## src/rtl/cpu_types_pkg.sv

```systemverilog
// Shared CPU types: machine word, fetch-stage FSM encoding, instruction size.
package cpu_types_pkg;

  typedef logic [31:0] word_t;

  typedef enum logic [2:0] {
    IDLE   = 3'd0,
    FETCH  = 3'd1,
    HOLD   = 3'd2,
    SQUASH = 3'd3,
    HALTED = 3'd4
  } fetch_state_t;

  localparam word_t WORD_BYTES = 32'd4;

endpackage

```

## src/rtl/fetch_stage.sv

```systemverilog
// Instruction-fetch stage: owns the PC, requests words from imem, hands each
// fetched instruction plus its next-PC to the IF/ID latch, and applies
// redirects, halt and squashing of stale in-flight fetches.
//
// Handshake with IF/ID: fetch_valid is the producer's valid and !stall is the
// consumer's ready. A word moves into IF/ID on a rising CLK edge exactly when
// fetch_valid & !stall; while fetch_valid is high and stall is high, the
// presented word is held stable (in ibuf) until that edge occurs.
// Handshake with imem: iREN/imemaddr form a request that stays stable until
// ihit; only halt and reset abandon it.
module fetch_stage
  import cpu_types_pkg::*;
#(
  parameter word_t PC_INIT = 32'h0000_0000
) (
  input  logic         CLK,
  input  logic         RST,
  input  logic         ihit,
  input  logic [31:0]  imemload,
  output logic         iREN,
  output logic [31:0]  imemaddr,
  input  logic         stall,
  input  logic         redirect,
  input  logic [31:0]  redirect_pc,
  input  logic         halt,
  output logic         fetch_valid,
  output logic [31:0]  fetch_instr,
  output logic [31:0]  fetch_npc,
  output fetch_state_t dbg_state
);

  word_t        pc, pc_n;
  word_t        ibuf, ibuf_n;
  word_t        pend_pc, pend_pc_n;
  fetch_state_t state, state_n;

  // State registers, asynchronously reset to the boot PC in IDLE.
  always_ff @(posedge CLK or posedge RST) begin
    if (RST) begin
      pc      <= PC_INIT;
      state   <= IDLE;
      ibuf    <= '0;
      pend_pc <= '0;
    end else begin
      pc      <= pc_n;
      state   <= state_n;
      ibuf    <= ibuf_n;
      pend_pc <= pend_pc_n;
    end
  end

  // Next-state and output logic; halt outranks redirect, which outranks ihit/stall.
  always_comb begin
    pc_n        = pc;
    state_n     = state;
    ibuf_n      = ibuf;
    pend_pc_n   = pend_pc;
    iREN        = 1'b0;
    fetch_valid = 1'b0;
    fetch_instr = '0;

    case (state)
      IDLE: begin
        state_n = halt ? HALTED : FETCH;
      end

      FETCH: begin
        iREN = 1'b1;
        if (halt) begin
          state_n = HALTED;
        end else if (redirect) begin
          // A hit this cycle is for the wrong path: drop it and refetch at target.
          if (ihit) begin
            pc_n = redirect_pc;
          end else begin
            pend_pc_n = redirect_pc;
            state_n   = SQUASH;
          end
        end else if (ihit) begin
          fetch_valid = 1'b1;
          fetch_instr = imemload;
          if (!stall) begin
            pc_n = pc + WORD_BYTES;
          end else begin
            ibuf_n  = imemload;
            state_n = HOLD;
          end
        end
      end

      HOLD: begin
        if (halt) begin
          state_n = HALTED;
        end else if (redirect) begin
          pc_n    = redirect_pc;
          state_n = FETCH;
        end else begin
          fetch_valid = 1'b1;
          fetch_instr = ibuf;
          if (!stall) begin
            pc_n    = pc + WORD_BYTES;
            state_n = FETCH;
          end
        end
      end

      SQUASH: begin
        // Keep the stale request on the bus until imem answers it, then discard.
        iREN = 1'b1;
        if (halt) begin
          state_n = HALTED;
        end else begin
          if (redirect) begin
            pend_pc_n = redirect_pc;
          end
          if (ihit) begin
            pc_n    = redirect ? redirect_pc : pend_pc;
            state_n = FETCH;
          end
        end
      end

      HALTED: begin
        state_n = HALTED;
      end

      default: begin
        state_n = IDLE;
      end
    endcase
  end

  assign imemaddr  = pc;
  assign fetch_npc = pc + WORD_BYTES;
  assign dbg_state = state;

endmodule
```

## config.mk

```make
export PLATFORM = sky130hd
export DESIGN_NAME = fetch_stage
export DESIGN_NICKNAME = d
export VERILOG_FILES = /design/src/rtl/cpu_types_pkg.sv /design/src/rtl/fetch_stage.sv
export SDC_FILE = /design/constraint.sdc
export NUM_CORES = 1
export LEC_CHECK = 0
export CAP_MARGIN = 20
export CORE_UTILIZATION = 48
export DETAILED_ROUTE_END_ITERATION = 6
export GPL_ROUTABILITY_DRIVEN = 0
export PLACE_DENSITY = 0.93
export SYNTH_ARGS = -nofsm -noshare
export SYNTH_HDL_FRONTEND = slang
export SYNTH_SLANG_ARGS = --single-unit
```

## constraint.sdc

```tcl
create_clock -name CLK -period 4.07 [get_ports CLK]
set_input_delay 1.221 -clock CLK [delete_from_list [all_inputs] [get_ports CLK]]
set_output_delay 1.221 -clock CLK [all_outputs]
set_load 0.02 [all_outputs]
```

# [After elaboration in Yosys (flattened, before gate mapping)]
# Index checks and enable logic that the tools add are counted.
[op_classes] add_sub_neg=1 eq_ne=16 muxes=41 bitwise_logic=2 reduce_logical=8
[ops] operator="$mux 32" n=19
[ops] operator="$pmux 32 s2" n=2
[ops] operator="$pmux 32 s3" n=1
[ops] operator="$mux 3" n=11
[ops] operator="$add 32x3->32 const B" n=1
[ops] operator="$ne 4x4->1 const B" n=4
[ops] operator="$pmux 3 s5" n=1
[ops] operator="$reduce_and 5->1" n=3
[ops] operator="$ne 2x2->1 const B" n=7
[ops] operator="$eq 3x2->1 const B" n=2
[ops] operator="$mux 1" n=6
[ops] operator="$reduce_and 6->1" n=1
[ops] operator="$eq 3x1->1 const B" n=1
[ops] operator="$eq 3x3->1 const B" n=1
[ops] operator="$logic_not 3->1" n=1
[ops] operator="$ne 3x3->1 const B" n=1
[ops] operator="$reduce_bool 3->1" n=1
[ops] operator="$not 1->1" n=2
[ops] operator="$pmux 1 s2" n=1
[ops] operator="$reduce_bool 2->1" n=1
[ops] operator="$reduce_or 2->1" n=1
[totals] reg_bits=99 out_inout_bits=101

# [Longest topological paths before layout]
# Gate-level depths: netlist of run 1.
[depth] word_depth=6 mapped_depth=8 depth_no_buf=6

# [Worst setup path before layout of run 1]
# No wires, ideal clock.
[synth_timing] path_kind="input-to-output" startpoint="in halt" endpoint="out fetch_instr[0]" arrival_time_ns=2.459 path_slack_ns=0.390 cell_stages=4 path_buffers=1 cell_sequence="or2_1 > nor3_1 > clkbuf_1 > a22o_1"
[synth_between] elab_chain_len=2 word_cells_on_any_way=3 classes_between="mux (3)"
[synth_rtl] element="start: declaration" line_no="fetch_stage.sv:25" source="input logic halt,"
[synth_rtl] element="$mux 32, on equally long branches" line_no="fetch_stage.sv:92, fetch_stage.sv:69"
[synth_rtl] element="$pmux 32 s2 (*)" line_no="fetch_stage.sv:62" source="case (state)"
[synth_rtl] element="end: declaration" line_no="fetch_stage.sv:27" source="output logic [31:0] fetch_instr,"
# Every way passes the cells marked *; elsewhere a longest branch is shown, timed or not.

# [Worst setup path in the final report of run 1]
[layout_timing] startpoint="in halt" endpoint="out fetch_instr[12]"
# The elaborated chain is that of the path after synthesis.

==> results.cfg, run 1 <==
[global_route]
grt_antenna_before_repair = 0
maximum_number_of_pins_on_one_net_before_global_route_repair = 70
grt_pass1_vias = 5056
grt.total_usage_pct = 25.8
grt_overflow_total = 0
global_route_wire_length_before_repair_microns = 25500

[layout]
utilization_pct = 68.3
area.growth.synth_to_final_pct = 38.6
n_antenna_cell = 0
filler_cell_count = 829
share_of_cells_above_drive_strength_1_pct = 21.3
design.final.nets = 784

[clocking]
cts_hold_buffers = 0
clock_latency_ns = 0.35
cts_inserted_buffers = 9
path_clk_slew_ns = 0.06
tritoncts_clock_tree = done
cts_max_level = 3
root_buffer_selected_by_cts = clkbuf_16
cts_num_sinks = 99
ctsLongestPathBuffers = 2

[timing]
skew_ns = 0.00799
timing.max_slew.rel_slack_pct = 50.9
slew_violations = 0
final-hold-violation-count = 0
final.setup.tns_ns = 0
worst_slew_pin_slew_ns = 0.717
fmaxAchievable_mhz = 248
final.period_utilization_pct = 99.2
setup_viol = 0
rsz0062_at_grt = yes
fin_ws_ns = 0.0307
hold_ws_ns = 0.486
timing.final.crit_period_ns = 4.04

[critical_path]
path_delay_family = buffers and inverters
launching_element_type_of_the_critical_path = primary input
cp.required_ns = 2.85
critical_path.cell_chain = clkdlybuf4s50_1 > buf_4 > nor4_4 > buf_4 > buf_12 > a22o_1 > clkdlybuf4s15_1
worstPathMaxFanout = 17
critical-path-max-stage-delay_ns = 0.43
worst-endpoint-arrival_ns = 2.82
critPathKind = primary input to output port
critical_path.n_buffers_inverters = 5
critical-path-top-cell-by-count = buf_4
standard_cell_with_the_maximum_stage_delay_on_the_critical_path = clkdlybuf4s50_1
critPathCaptureType = output port

[run]
max-cap-violations = 0

[logic_synthesis]
synth-seq-area-share_pct = 43.9
synth_largest_type_area_fraction_pct = 43.9
synth_fa_ha_area_share_pct = 0.221
synth.largest_area_cell = dfrtp_1
postSynth.asyncResetShare_pct = 100
synth_xor_xnor_area_share_pct = 4.34
ys_ff_latch = 99
synth_nets = 622
synth_warnings = 0
avgSynthCellArea_sq_um = 10.3
ranking_of_synthesized_cells_by_area = dfrtp_1, mux2_2, a22o_1, o21ai_0, nand2_1
number_of_flops_mapped_to_enable_cells_by_yosys = 0
ys_types = 64
muxShareOfSynthArea_pct = 13.5
ys.flop_type = dfrtp_1
synth-compound-area-share_pct = 17.7
yosys.area_share.simple_pct = 16.0
netlist_area_sq_mm = 0.00565
post_synth_inst_count = 551
synth_top_family_by_area = compound AO/OA/AOI/OAI gates

[power_and_ir_drop]
totalPowerFinal_mw = 3.18
vdd.ir_drop.worst_mv = 0.397
leakagePower_nw = 3.52
ratio_of_total_power_to_cell_area_mw_per_mm2 = 407

[routing]
finalWirelength_microns = 15500
num_vias = 5106
antenna_violating_nets_post_route = 0
drt_drc_violations_left = 0
routed_wire_length_per_instance_microns = 18.0
avgViaCountPerCell = 5.93
number_of_iterations_in_the_first_detailed_routing_pass = 5
drt-initial-drc-count = 348

[placement]
placement.io_buffers = 170
setup_slack_placement_ns = -0.263
place_hpwl_microns = 10700

[hold_path]
hold_class = flip-flop to flip-flop

[die]
std_cell_rows = 39
die_height_microns = 110
fp.dieW_microns = 110
start_util_pct = 49.3
io_pins = 171
die_area_sq_mm = 0.0122
floorplan.core_area_sq_mm = 0.0115

[outcome]
status = complete, no violations
==> state kept, by name, indices dropped and copies added, names as in the netlist <==
register,cells
ibuf,32
pend_pc,32
imemaddr,32
dbg_state,3
==> Yosys cell counts (2+ instances only) <==
cell type,count
nand2b_1,4
nand3_2,2
o2bb2ai_1,7
nand4_1,6
buf_2,13
nor3_1,6
o32a_1,3
mux2i_1,4
clkbuf_1,23
nor2_1,36
a21oi_1,29
o221ai_1,2
xnor2_1,16
dfrtp_1,99
a221oi_1,6
and3_1,8
a41oi_1,2
buf_1,2
nand4_4,2
o31ai_1,2
buf_4,3
nand4_2,3
and2_1,3
mux2_2,63
nor3b_1,8
or4_1,4
or3_1,2
a22o_1,34
a211oi_1,3
a2bb2oi_1,2
nand3_1,12
o21a_1,3
and4_1,2
o21ai_1,3
nor4_2,3
nand2_1,41
o21ai_0,33
inv_1,15
xor2_1,12
o31a_1,6
==> layout make-up <==
cell class | count | area [sq um] | area share, %
Timing Repair Buffer | 193 | 1800 | 23.0
Multi-Input combinational cell | 395 | 2950 | 37.7
Clock buffer | 12 | 267 | 3.40
Tap cell | 143 | 179 | 2.29
Inverter | 15 | 58.8 | 0.751
Sequential cell | 99 | 2480 | 31.7
Clock inverter | 4 | 95.1 | 1.21
==> worst paths after layout <==
path | startpoint | to | slack (ns) | cells after the start
min | ibuf[16]$_DFFE_PP0P_ | ibuf[16]$_DFFE_PP0P_ | 0.49 | 1
max reg2reg | dbg_state[2]$_DFFE_PP0P_ | imemaddr[31]$_DFFE_PP0P_ | 1.67 | 6
min reg2reg | ibuf[16]$_DFFE_PP0P_ | ibuf[16]$_DFFE_PP0P_ | 0.49 | 1
min in group asynchronous | RST | ibuf[10]$_DFFE_PP0P_ | 1.36 | 2
max in group asynchronous | RST | imemaddr[31]$_DFFE_PP0P_ | 2.00 | 3
max | halt | fetch_instr[12] | 0.03 | 7
==> timing repair <==
| item | 4_1_cts | 5_1_grt |
|---|---|---|
| gates cloned | 0 | 1 |
| setup buffers | 0 | 3 |
| pin swaps | 0 | 2 |
| resized for setup | 34 | 68 |
| setup endpoints to repair | 38 | 42 |
==> report_power, final <==
| group | internal, mW | switching, mW | leakage [nW] |
|---|---|---|---|
| registers | 1.11 | 0.174 | 1.30 |
| clock network | 0.650 | 0.362 | 0.179 |
| logic | 0.452 | 0.431 | 2.05 |
==> layer usage <==
| layer | track usage, % | vias up | share of wire, % |
|---|---|---|---|
| met5 | 0 | - | 0 |
| li1 | - | 2348 | - |
| met4 | 9.78 | 0 | 1.9 |
| met2 | 42.7 | 249 | 49 |
| met1 | 32.7 | 2480 | 42 |
| met3 | 6.31 | 29 | 7.5 |
==> cells in the final DEF, fill, tap and decap left out, drive strengths merged, types with 4 or more instances in the layout <==
master,synthesis,final
o31a,6,6
xnor2,16,16
nor4,5,5
nand2b,4,4
nor3b,8,8
mux2i,4,4
or4,4,4
a22o,34,34
a221oi,6,6
inv,15,15
clkdlybuf4s15,0,5
clkdlybuf4s50,0,131
a21oi,29,29
nand4,11,11
nand3,15,15
nor3,8,8
mux2,64,64
dlymetal6s2s,0,5
nand2,41,41
clkbuf,23,41
o2bb2ai,7,7
dfrtp,99,99
and3,9,9
buf,19,23
o21ai,36,36
xor2,12,12
nor2,36,36
==> kinds of logic (layout without fill, tap and decap cells) <==
kind of cell	after synthesis	after routing
simple gates	155	155
compound gates	143	143
flops	99	99
mux	68	68
buf+inv	57	224
xor+xnor	28	28
fa+ha+maj	1	1
==> worst register-to-register path, delay by kind of cell, from the launching register on <==
kind,cells,cell delay (ns)
AOI/OAI and AO/OA,4,1.35
DFF,1,0.46
and+or+nand+nor,1,0.28
buffers and inverters,1,0.16
==> stage by stage <==
stage	instances	cell area (sq um)
2_1_floorplan	551	5650
3_3_place_gp	841	7540
3_5_place_dp	841	7540
4_1_cts	857	7860
5_1_grt	861	7830
6_report	861	7830
(Power assumes the default switching activity.)
==> inputs of run 2 (changes only) <==
--- a/config.mk
+++ b/config.mk
@@ -9,7 +9,7 @@
 export CORE_UTILIZATION = 48
 export DETAILED_ROUTE_END_ITERATION = 6
 export GPL_ROUTABILITY_DRIVEN = 0
-export PLACE_DENSITY = 0.93
+export PLACE_DENSITY = 0.82
 export SYNTH_ARGS = -nofsm -noshare
 export SYNTH_HDL_FRONTEND = slang
 export SYNTH_SLANG_ARGS = --single-unit
==> results.cfg, run 2 (synthesis results as in run 1) <==
[critical_path]
worstPathMaxFanout = 16
worst_reg2reg_path_depth = 5
path_delay_family = buffers and inverters
worst-endpoint-arrival_ns = 2.73
regToRegSetupSlack_ns = 1.58
standard_cell_with_the_maximum_stage_delay_on_the_critical_path = clkdlybuf4s50_1
critical_path.cell_chain = clkdlybuf4s50_1 > buf_4 > nor4_4 > bufbuf_16 > a22o_1 > buf_2
critical_path_cell_count = 6
critPathKind = primary input to output port
cp.required_ns = 2.85
critical_path.n_buffers_inverters = 4
launching_element_type_of_the_critical_path = primary input
critical-path-max-stage-delay_ns = 0.42
critPathCaptureType = output port

[clocking]
tritoncts_clock_tree = done
cts_inserted_buffers = 9
clock_latency_ns = 0.34
ctsLongestPathBuffers = 2
cts_max_level = 3
cts_hold_buffers = 0
path_clk_slew_ns = 0.07
cts_num_sinks = 99
root_buffer_selected_by_cts = clkbuf_16

[placement]
placedInstanceArea_sq_mm = 0.00753
placement.io_buffers = 170
setup_slack_placement_ns = -0.273
place_hpwl_microns = 10600
place_inst = 841

[layout]
final_area_sq_mm = 0.00771
design.final.nets = 782
filler_cell_count = 900
share_of_cells_above_drive_strength_1_pct = 21.2
area.growth.synth_to_final_pct = 36.4
n_antenna_cell = 0
fin_cells = 859
final_common_cell = clkdlybuf4s50_1
final_cell_mix = clkdlybuf4s50_1, dfrtp_1, mux2_2, nand2_1, nor2_1

[hold_path]
hold_class = flip-flop to flip-flop
hold_path_depth = 2

[die]
std_cell_rows = 39
fp.dieW_microns = 110
floorplan.core_area_sq_mm = 0.0115
die_area_sq_mm = 0.0122
start_util_pct = 49.3
io_pins = 171
die_height_microns = 110

[routing]
number_of_iterations_in_the_first_detailed_routing_pass = 5
dr_wl_met3_microns = 1180
num_vias = 5070
met2_wirelength_microns = 7410
routed_wire_length_per_instance_microns = 18.1
met1_length_microns = 6730
drt_drc_violations_left = 0
antenna_violating_nets_post_route = 0
top_layer = met4
finalWirelength_microns = 15500
drt-initial-drc-count = 401
avgViaCountPerCell = 5.90

[timing]
skew_ns = 0.0101
fmaxAchievable_mhz = 253
setup_viol = 0
final.period_utilization_pct = 97.1
worst_slew_pin_slew_ns = 0.783
rsz0062_at_grt = no
timing.final.crit_period_ns = 3.95
fin_ws_ns = 0.117
final-hold-violation-count = 0
slew_violations = 0
timing.max_slew.rel_slack_pct = 47.8

[outcome]
status = complete, no violations

[power_and_ir_drop]
vdd.ir_drop.worst_mv = 0.352
leakagePower_nw = 3.49
ratio_of_total_power_to_cell_area_mw_per_mm2 = 391

[global_route]
grt_overflow_total = 0
grt_antenna_before_repair = 0
grt_pass1_vias = 4986
grt.total_usage_pct = 26.1
maximum_number_of_pins_on_one_net_before_global_route_repair = 70
global_route_wire_length_before_repair_microns = 26000

[run]
max-cap-violations = 0
==> run 2: repair_timing <==
item,4_1_cts,5_1_grt
resized for setup,79,42
buffers inserted,0,1
cloned,1,0
setup endpoints to repair,34,40
==> run 2: final timing paths <==
check | from | endpoint
max in group asynchronous | RST | imemaddr[3]$_DFFE_PP0P_
min | pend_pc[2]$_DFFE_PP0P_ | pend_pc[2]$_DFFE_PP0P_
min in group asynchronous | RST | ibuf[17]$_DFFE_PP0P_
min reg2reg | pend_pc[2]$_DFFE_PP0P_ | pend_pc[2]$_DFFE_PP0P_
max | halt | fetch_instr[28]
max reg2reg | dbg_state[0]$_DFFE_PP0P_ | imemaddr[31]$_DFFE_PP0P_
==> run 2: worst min-delay path, cell delays in order, from the launching register on <==
cell,delay (ns)
dfrtp_1,0.34
nand2_1,0.04
o21ai_0,0.06
==> run 2: through the flow <==
step / power [mW] / utilization [%] / setup TNS, ns / hold WS, ns
after global placement: 2.15 / 65.6 / -6.85 / 0.462
after CTS: 3.02 / 67.6 / -0.214 / 0.490
final: 3.01 / 67.2 / 0 / 0.487
after floorplan: 1.72 / - / 0 / 0.450
after detailed placement: 2.18 / 65.6 / -8.17 / 0.474
after global routing: 3.14 / 67.2 / 0 / 0.517
==> run 2: layout make-up <==
type | count | area (sq um) | area share (%)
clock inverters | 2 | 35.0 | 0.455
flip-flops and latches | 99 | 2480 | 32.2
multi-input cells | 395 | 2950 | 38.3
well taps | 143 | 179 | 2.32
clock buffers | 14 | 254 | 3.30
inverters | 15 | 58.8 | 0.763
repair buffers | 191 | 1750 | 22.7
==> run 2: report_power, final <==
part	switching [mW]	leakage, nW	internal [mW]
Combinational	0.437	2.05	0.454
Sequential	0.163	1.30	1.11
Clock	0.350	0.141	0.494
Total	0.950	3.49	2.06
==> run 2: metal layers <==
metal  vias up  global-route usage [%]
met5         -                       0
met1      2475                    35.4
li1       2343                       -
met4         0                    8.00
met2       233                    41.6
met3        19                    5.93
==> inputs of run 3 (changes only) <==
--- a/config.mk
+++ b/config.mk
@@ -7,6 +7,7 @@
 export LEC_CHECK = 0
 export CAP_MARGIN = 20
 export CORE_UTILIZATION = 48
+export CTS_CLUSTER_SIZE = 25
 export DETAILED_ROUTE_END_ITERATION = 6
 export GPL_ROUTABILITY_DRIVEN = 0
 export PLACE_DENSITY = 0.82
==> results of run 3 <==
Same layout as run 2: the final DEF is identical, and so are final timing and power.
==> patch: new RTL, settings of run 2 <==
Register the output `dbg_state` once more, without a reset; this adds one clock of latency there. The other outputs are not delayed to match.
--- a/src/rtl/fetch_stage.sv
+++ b/src/rtl/fetch_stage.sv
@@ -132,6 +132,8 @@
 
   assign imemaddr  = pc;
   assign fetch_npc = pc + WORD_BYTES;
-  assign dbg_state = state;
+  always_ff @(posedge CLK) begin
+    dbg_state <= state;
+  end
 
 endmodule
Check against the original RTL: not equivalent (a bounded check fails within 4 cycles, from zero or initial values and one cycle with RST high).
==> patch against run 2 <==
- setup slack lost 0.036 ns
- die area shrank 0.70%
- clock power grew 8.4%
- sequential cell count grew 3
- area after synthesis shrank 0.71%
- design area grew 1.4%
- critical path depth shrank 1
- wire length grew 6.7%
- combinational power grew 17%
- total power grew 10%
- critical path type is now reg -> out
- critical endpoint is now fetch_npc[19]
- largest power group unchanged
==> patch: results <==
{
  "status": "completed",
  "async_flop_share": 0.971,
  "cp_max_fo": 8,
  "slowest_delay_ns": 0.64,
  "dp_cells": 848,
  "synth_area_per_cell_um2": 10.2,
  "cp_slowest_cell": "or4_4",
  "synth_cell_types": 49,
  "skew_ns": 0.00627,
  "finalNetCount": 793,
  "p_leak_nw": 3.54,
  "dpl_cell_area_mm2": 0.00754,
  "wl_per_cell_um": 19.1,
  "worstPathArrival_ns": 2.77,
  "slew_headroom": 0.365,
  "vias": 5240,
  "grt_max_degree": 63,
  "yosysWarnings": 0,
  "final_cells": 869,
  "synth_commonest_cells": "dfrtp_1, mux2_2, nor2_1",
  "max-vdd-ir-drop_mv": 0.313,
  "met2_usage": 0.447,
  "netlist_top_cells_area": "dfrtp_1, mux2_2, a22o_1",
  "use_met1": 0.350,
  "drive_above_1_share": 0.219,
  "intPower_mw": 2.23,
  "hpwlAfterDp_um": 11400,
  "grt_pass1_wl_um": 24800,
  "met3_usage": 0.0629,
  "grt_pass1_vias": 4808,
  "cts_made_buffers": 9,
  "yosysSeqAreaShare": 0.452,
  "grt_usage": 0.271
}
-- patch: cell types whose count changed in the layout (fill, tap and decap cells not counted), moves of 5 or more --
cell	before	now
clkbuf_2	19	26
o2bb2ai_1	7	12
a21oi_1	29	20
nor2_1	35	44
and4_1	2	8
o21ai_0	33	40
buf_2	15	7
-- patch: power groups by stage --
stage	Clock (mW)	Combinational [mW]	Sequential, mW
finish	0.915	1.04	1.36
global route	0.972	1.12	1.38
CTS	0.929	1.04	1.35
detailed placement	0	1.04	1.37
global placement	0	1.02	1.36
floorplan	0	0.446	1.42
-- patch: worst paths after layout --
path,start,to,slack [ns],cells after the start
max reg2reg,state[2],imemaddr[29],1.52,6
min,pend_pc[30],pend_pc[30],0.51,1
max,imemaddr[9],fetch_npc[19],0.08,5
min reg2reg,pend_pc[30],pend_pc[30],0.51,1
max in group asynchronous,RST,imemaddr[8],2.05,3
min in group asynchronous,RST,ibuf[3],1.31,2
-- patch: timing repair --
action                     CTS  global route
resized for setup           81            42
gates cloned                 0             3
pin swaps                    1             1
setup endpoints to repair   38            41
setup buffers                1             2
hold endpoints to repair     0             0
-- patch: worst max-delay path: cells and delay by family, from the launching register on --
kind	cells	cell delay (ns)
simple gates	3	1.12
xor+xnor	1	0.18
buf+inv	1	0.64
flops	1	0.47
-- patch: final cells by class --
class	count	area (µm²)
inverter	12	47.5
fill	869	3600
multi-input combinational	400	2920
sequential	102	2540
clock buffer	10	229
timing repair buffer	197	1820
clock inverter	5	85.1
tap	143	179
-- patch: per-layer routing --
metal | vias up | routed length, µm | share of wire
met5 | - | 0 | 0
met4 | 0 | 371 | 0.022
met3 | 33 | 1020 | 0.062
met2 | 224 | 8220 | 0.50
met1 | 2609 | 6940 | 0.42
li1 | 2374 | - | -
-- patch: through the flow --
step	TNS [ns]	utilization	setup WS, ns
final	0	0.685	0.0814
after global routing	-0.0882	0.685	-0.0775
after CTS	0	0.691	0.000979
after detailed placement	-10.70	0.660	-0.364
after global placement	-9.67	0.660	-0.296
after floorplan	0	-	0.259
-- patch: logic make-up (layout without fill, tap and decap cells) --
| family | Yosys count | count (layout) | synth area share |
|---|---|---|---|
| mux | 66 | 66 | 0.132 |
| buf+inv | 49 | 224 | 0.0368 |
| fa+ha+maj | 1 | 1 | 0.00223 |
| simple gates | 164 | 164 | 0.156 |
| compound gates | 141 | 141 | 0.177 |
| xor+xnor | 28 | 28 | 0.0437 |
| flops | 102 | 102 | 0.452 |
